==> config.mk <==
export PLATFORM = sky130hd
export DESIGN_NAME = uart_cmd_regs
export DESIGN_NICKNAME = d
export VERILOG_FILES = /design/src/rtl/uart_cmd_regs.sv
export SDC_FILE = /design/constraint.sdc
export NUM_CORES = 1
export LEC_CHECK = 0
export BUFFER_PORTS_ARGS = -buffer_cell sky130_fd_sc_hd__buf_2
export CORE_MARGIN = 2
export CORE_UTILIZATION = 50
export CTS_CLUSTER_SIZE = 40
export DETAILED_ROUTE_END_ITERATION = 8
export PLACE_DENSITY = 0.81
export SLEW_MARGIN = 20
export SYNTH_ARGS = -nofsm -noshare
export SYNTH_HDL_FRONTEND = slang
export SYNTH_SLANG_ARGS = --single-unit
==> constraint.sdc <==
create_clock -name clk -period 2.3 [get_ports clk]
set_input_delay 0.46 -clock clk [delete_from_list [all_inputs] [get_ports clk]]
set_output_delay 0.46 -clock clk [all_outputs]
set_load 0.01 [all_outputs]
==> src/rtl/uart_cmd_regs.sv <==
// uart_cmd_regs: framed UART command parser over a bank of read/write registers
// Ports:
//   clk, rst            system clock, synchronous active-high reset
//   rx_data, rx_done    received byte and its one-cycle strobe
//   tx_data, tx_wr      byte to send and its one-cycle request
//   tx_done             previous byte has left the transmitter
//   regs_out            flat register bank, register i at [i*REG_WIDTH +: REG_WIDTH]
//   led                 low byte of register 0
//   err_count           saturating protocol error count
module uart_cmd_regs #(
    parameter int NUM_REGS       = 4,
    parameter int REG_WIDTH      = 16,
    parameter int TIMEOUT_CYCLES = 500000
) (
    input  logic                          clk,
    input  logic                          rst,
    input  logic [7:0]                    rx_data,
    input  logic                          rx_done,
    output logic [7:0]                    tx_data,
    output logic                          tx_wr,
    input  logic                          tx_done,
    output logic [NUM_REGS*REG_WIDTH-1:0] regs_out,
    output logic [7:0]                    led,
    output logic [7:0]                    err_count
);
    localparam int BYTES = REG_WIDTH / 8;
    localparam int BW    = $clog2(BYTES + 1);
    localparam int GW    = $clog2(TIMEOUT_CYCLES + 1);
    localparam logic [REG_WIDTH-1:0] ACK_W = REG_WIDTH'(8'h06) << (REG_WIDTH - 8);
    localparam logic [REG_WIDTH-1:0] NAK_W = REG_WIDTH'(8'h15) << (REG_WIDTH - 8);

    typedef enum logic [1:0] {IDLE, DATA, RESP, TXWAIT} state_t;

    state_t               st, nxt;
    logic [6:0]           hdr_idx;
    logic [REG_WIDTH-1:0] asm_q, asm_nxt, tx_buf, src, rd_val;
    logic [BW-1:0]        byte_cnt, left, src_left;
    logic [GW-1:0]        gap_cnt;
    logic                 hdr_take, rx_valid, lat_valid, last, timeout, err_ev;

    assign led = regs_out[7:0];

    // Read snapshot is taken straight from the header byte, before it is latched.
    always_comb begin
        rd_val = '0;
        for (int i = 0; i < NUM_REGS; i++)
            if (rx_data[6:0] == 7'(i)) rd_val = regs_out[i*REG_WIDTH +: REG_WIDTH];
    end

    always_comb begin
        rx_valid  = int'(rx_data[6:0]) < NUM_REGS;
        lat_valid = int'(hdr_idx) < NUM_REGS;
        hdr_take  = st == IDLE && rx_done;
        last      = st == DATA && rx_done && byte_cnt == BW'(BYTES - 1);
        timeout   = st == DATA && !rx_done && gap_cnt == GW'(TIMEOUT_CYCLES);
        asm_nxt   = REG_WIDTH'({asm_q, rx_data});
        // Word the next transmitted byte is taken from: a fresh response or the remainder.
        src       = hdr_take ? (rx_valid ? rd_val : NAK_W) : last ? (lat_valid ? ACK_W : NAK_W) : tx_buf;
        src_left  = (hdr_take && rx_valid) ? BW'(BYTES) : (hdr_take || last) ? BW'(1) : left;
        err_ev    = (rx_done && (st == RESP || st == TXWAIT)) || timeout || (last && !lat_valid) ||
                    (hdr_take && !rx_data[7] && !rx_valid);
    end

    // RESP is the single cycle in which tx_wr is high.
    always_comb begin
        nxt = st;
        case (st)
            IDLE:    nxt = rx_done ? (rx_data[7] ? DATA : RESP) : IDLE;
            DATA:    nxt = last ? RESP : timeout ? IDLE : DATA;
            RESP:    nxt = TXWAIT;
            TXWAIT:  nxt = tx_done ? (left != '0 ? RESP : IDLE) : TXWAIT;
            default: nxt = IDLE;
        endcase
    end

    always_ff @(posedge clk) begin
        if (rst) st <= IDLE;
        else     st <= nxt;
    end

    always_ff @(posedge clk) begin
        if (rst) begin
            hdr_idx   <= '0;
            asm_q     <= '0;
            byte_cnt  <= '0;
            gap_cnt   <= '0;
            tx_wr     <= 1'b0;
            tx_data   <= 8'h00;
            tx_buf    <= '0;
            left      <= '0;
            regs_out  <= '0;
            err_count <= 8'h00;
        end else begin
            if (hdr_take) hdr_idx <= rx_data[6:0];
            byte_cnt <= hdr_take ? '0 : (st == DATA && rx_done) ? byte_cnt + 1'b1 : byte_cnt;
            gap_cnt  <= (st == DATA && !rx_done) ? gap_cnt + 1'b1 : '0;
            if (st == DATA && rx_done) asm_q <= asm_nxt;
            tx_wr <= nxt == RESP;
            if (nxt == RESP) begin
                tx_data <= src[REG_WIDTH-1 -: 8];
                tx_buf  <= REG_WIDTH'({src, 8'h00});
                left    <= src_left - 1'b1;
            end
            if (last && lat_valid)
                for (int i = 0; i < NUM_REGS; i++)
                    if (hdr_idx == 7'(i)) regs_out[i*REG_WIDTH +: REG_WIDTH] <= asm_nxt;
            if (err_ev && err_count != 8'hFF) err_count <= err_count + 1'b1;
        end
    end
endmodule

==> metrics.cfg <==
[critical_path]
r2r_cells=7
slowest_delay_ns=0.48
slowest_stage=or3_4
path_class=flip-flop to flip-flop
cp-start-kind=flip-flop
crit_path_max_fanout=14
endpoint=regs_out[10]$_SDFFE_PP0P_
r2r_start=byte_cnt[0]$_SDFFE_PP0P_
r2r_end=regs_out[10]$_SDFFE_PP0P_
startpoint=byte_cnt[0]$_SDFFE_PP0P_
end_kind=flip-flop
reg2reg_slack_ns=0.19
path_cells=ha_1, nand4b_1, or3_4, nor3_4, buf_12, mux2i_1, nor2_1
arrival_ns=2.39
cp_data_required_time_ns=2.58

[global_route]
met2_usage_pct=42.0
busiest_layer=met2
grt_pass1_wl_um=25900
antenna_found_initial=0
grt_pass1_vias=4950
use_met1_pct=33.9
grt_max_degree=106
track_usage_pct=26.5
use_met3_pct=6.53
grt_overflow=0

[logic_synthesis]
yosys.area_share.simple_pct=21.3
synth_top_area_share_pct=45.6
ys_seq_area_share_pct=45.6
synth_xor_area_share_pct=2.78
synth_area_leaders=dfxtp_1 46%, mux2i_1 9.2%, nand2_1 7.2%
syn_area_mm2=0.00567
synth_edf_count=0
avgSynthCellArea_um2=8.78
synth_top_family_by_area=simple AND/OR/NAND/NOR gates
ys_ff_latch=129
async_flop_share_pct=0
synth_nets=661
syn_inst=645
yosys.area_share.adder_pct=0.883
yosys_warnings=0
synth_mux_area_share_pct=12.4
synth-main-ff-cell=dfxtp_1
synth_compound_area_share_pct=12.3
synth_top_area_cell=dfxtp_1
synth.distinct_cells=58

[pwr]
netSwitchingFraction_pct=24.6
p_sw_mw=1.26
pwr-share-clk_pct=48.2
intPower_mw=3.87
ir_drop_v=0.000396
p_comb_share_pct=6.5
seq_power_share_pct=45.3
powerDensity_mw_per_mm2=743
power.leakage_nw=2.97

[clock_tree]
clk_pin_slew_ns=0.05
postCtsSetupBuffers=0
cts_sinks=129
insertion_delay_ns=0.41
hold_buffers=0
cts_tree=built
clock_path_buffers=2
clock-root-buffer=clkbuf_16
cts_buffers=17
ctsResizeCount=0
htreeDepth=4

[timing]
holdWs_ns=0.378
fin_worst_skew_ns=0.00606
setup_violations=0
hold_violations=0
worst_slack_ns=0.188
min_period_over_period_pct=91.8
fmax_ghz=0.473
fin_crit_ns=2.11
worstMarginPinSlew_ns=0.570
slew_violations=0
slew_headroom_pct=61.9
rsz0062_at_grt=no
setup-tns-final_ns=0

[routing]
vias_per_cell=5.83
via_count=5208
route.detailed.drc=0
drt-pass1-iter-count=5
wire_per_inst_um=18.3
ant_nets=0
wirelength_um=16400
drt_iter0_markers=375

[die]
core_mm2=0.0109
pin_count=101
start_util_pct=51.8
fp.dieW_um=110
die_y_um=110
fp.dieArea_mm2=0.0122
rows=38

[status]
status=completed

[final_layout]
n_antenna_cell=0
regArea_mm2=0.00258
multi_input_area_mm2=0.00281
layout_common_cells=129 x dfxtp_1, 109 x nand2_1, 100 x buf_2
final_util_pct=63.2
fill_cells=913
final_common_cell=dfxtp_1
area_delta_synth_final_pct=22.0
drive_above_1_share_pct=24.0
layout.nets=756

[placement]
place_ws_ns=0.0480
numPortBuffers=100
dp_hpwl_um=11200
gp_congestion=0.898

[run]
max-cap-violations=0

[worst_hold_path]
hold_class=input port to flip-flop

-- per-layer routing --
layer  wire length (um)  vias to the layer above
li1                   -                     2424
met1               6900                     2491
met2               7650                      244
met3               1190                       49
met4                617                        0
met5                  0                        -
-- Yosys cell counts (3+ instances only) --
cell type  count
nand4_1        5
nand2_1      109
nand3_1       13
buf_4          8
a21oi_1       68
buf_2          8
or3_1          3
mux2_2        11
nor2b_1        7
clkbuf_1      34
dfxtp_1      129
o2111ai_1      7
xor2_1        14
and3_1         8
mux2i_1       52
nand3b_1       4
nor4b_1        3
a211oi_1       9
xnor2_1        4
inv_1          6
and4_1         5
nor3b_1        3
o21ai_0       13
ha_1           4
nor3_1         6
and2_1         3
nor2_1        69
-- power groups by stage --
| stage | Sequential [mW] | Combinational (mW) | Clock, mW |
|---|---|---|---|
| after floorplan | 2.36 | 0.208 | 0 |
| after global placement | 2.37 | 0.316 | 0 |
| after detailed placement | 2.37 | 0.326 | 0 |
| after CTS | 2.32 | 0.330 | 2.47 |
| after global routing | 2.33 | 0.361 | 2.61 |
| final | 2.32 | 0.336 | 2.47 |
-- logic make-up (layout without fill, tap and decap cells) --
logic type,after synthesis,count (layout)
adders and majority gates,4,4
DFF,129,129
xor gates and xnor gates,18,18
and+or+nand+nor,253,253
buffers and inverters,59,167
AOI/OAI and AO/OA,116,116
muxes,66,66
-- state kept, by name (all words and copies together) (netlist names), 7 cells and up --
signal / cells
asm_q: 8
err_count: 8
gap_cnt: 19
hdr_idx: 7
regs_out: 64
tx_buf: 8
tx_data: 8
-- worst max-delay path: cells and delay by family, from the launching register on --
kind          cells  cell delay (ns)
simple gates      4             0.95
flops             1             0.36
mux               1             0.24
fa+ha+maj         1             0.23
buf+inv           1             0.19
-- metrics by stage --
step	power (mW)	instance area (um^2)	cells
after detailed placement	2.69	6360	861
after global placement	2.68	6360	861
after CTS	5.12	6910	893
after global routing	5.29	6910	893
final	5.13	6910	893
after floorplan	2.56	5670	645
-- cell type report --
| type | count | area share (%) |
|---|---|---|
| flip-flops and latches | 129 | 37.4 |
| clock inverters | 11 | 1.18 |
| inverters | 6 | 0.326 |
| well taps | 140 | 2.53 |
| clock buffers | 21 | 6.81 |
| multi-input cells | 457 | 40.7 |
| repair buffers | 129 | 11.1 |
-- how the worst min path moves through the flow --
| stage | from | end | slack, ns | depth (start not counted) |
|---|---|---|---|---|
| after floorplan | tx_buf[12]$_SDFFE_PP0N_ | tx_buf[12]$_SDFFE_PP0N_ | 0.43 | 2 |
| after global placement | tx_buf[8]$_SDFFE_PP0N_ | tx_buf[8]$_SDFFE_PP0N_ | 0.44 | 2 |
| after detailed placement | hdr_idx[2]$_SDFFE_PP0P_ | hdr_idx[2]$_SDFFE_PP0P_ | 0.45 | 2 |
| after CTS | rx_data[4] | hdr_idx[4]$_SDFFE_PP0P_ | 0.37 | 3 |
| after global routing | rx_data[4] | hdr_idx[4]$_SDFFE_PP0P_ | 0.37 | 3 |
| final | rx_data[4] | hdr_idx[4]$_SDFFE_PP0P_ | 0.38 | 3 |
Power figures use the tool's default switching activity.
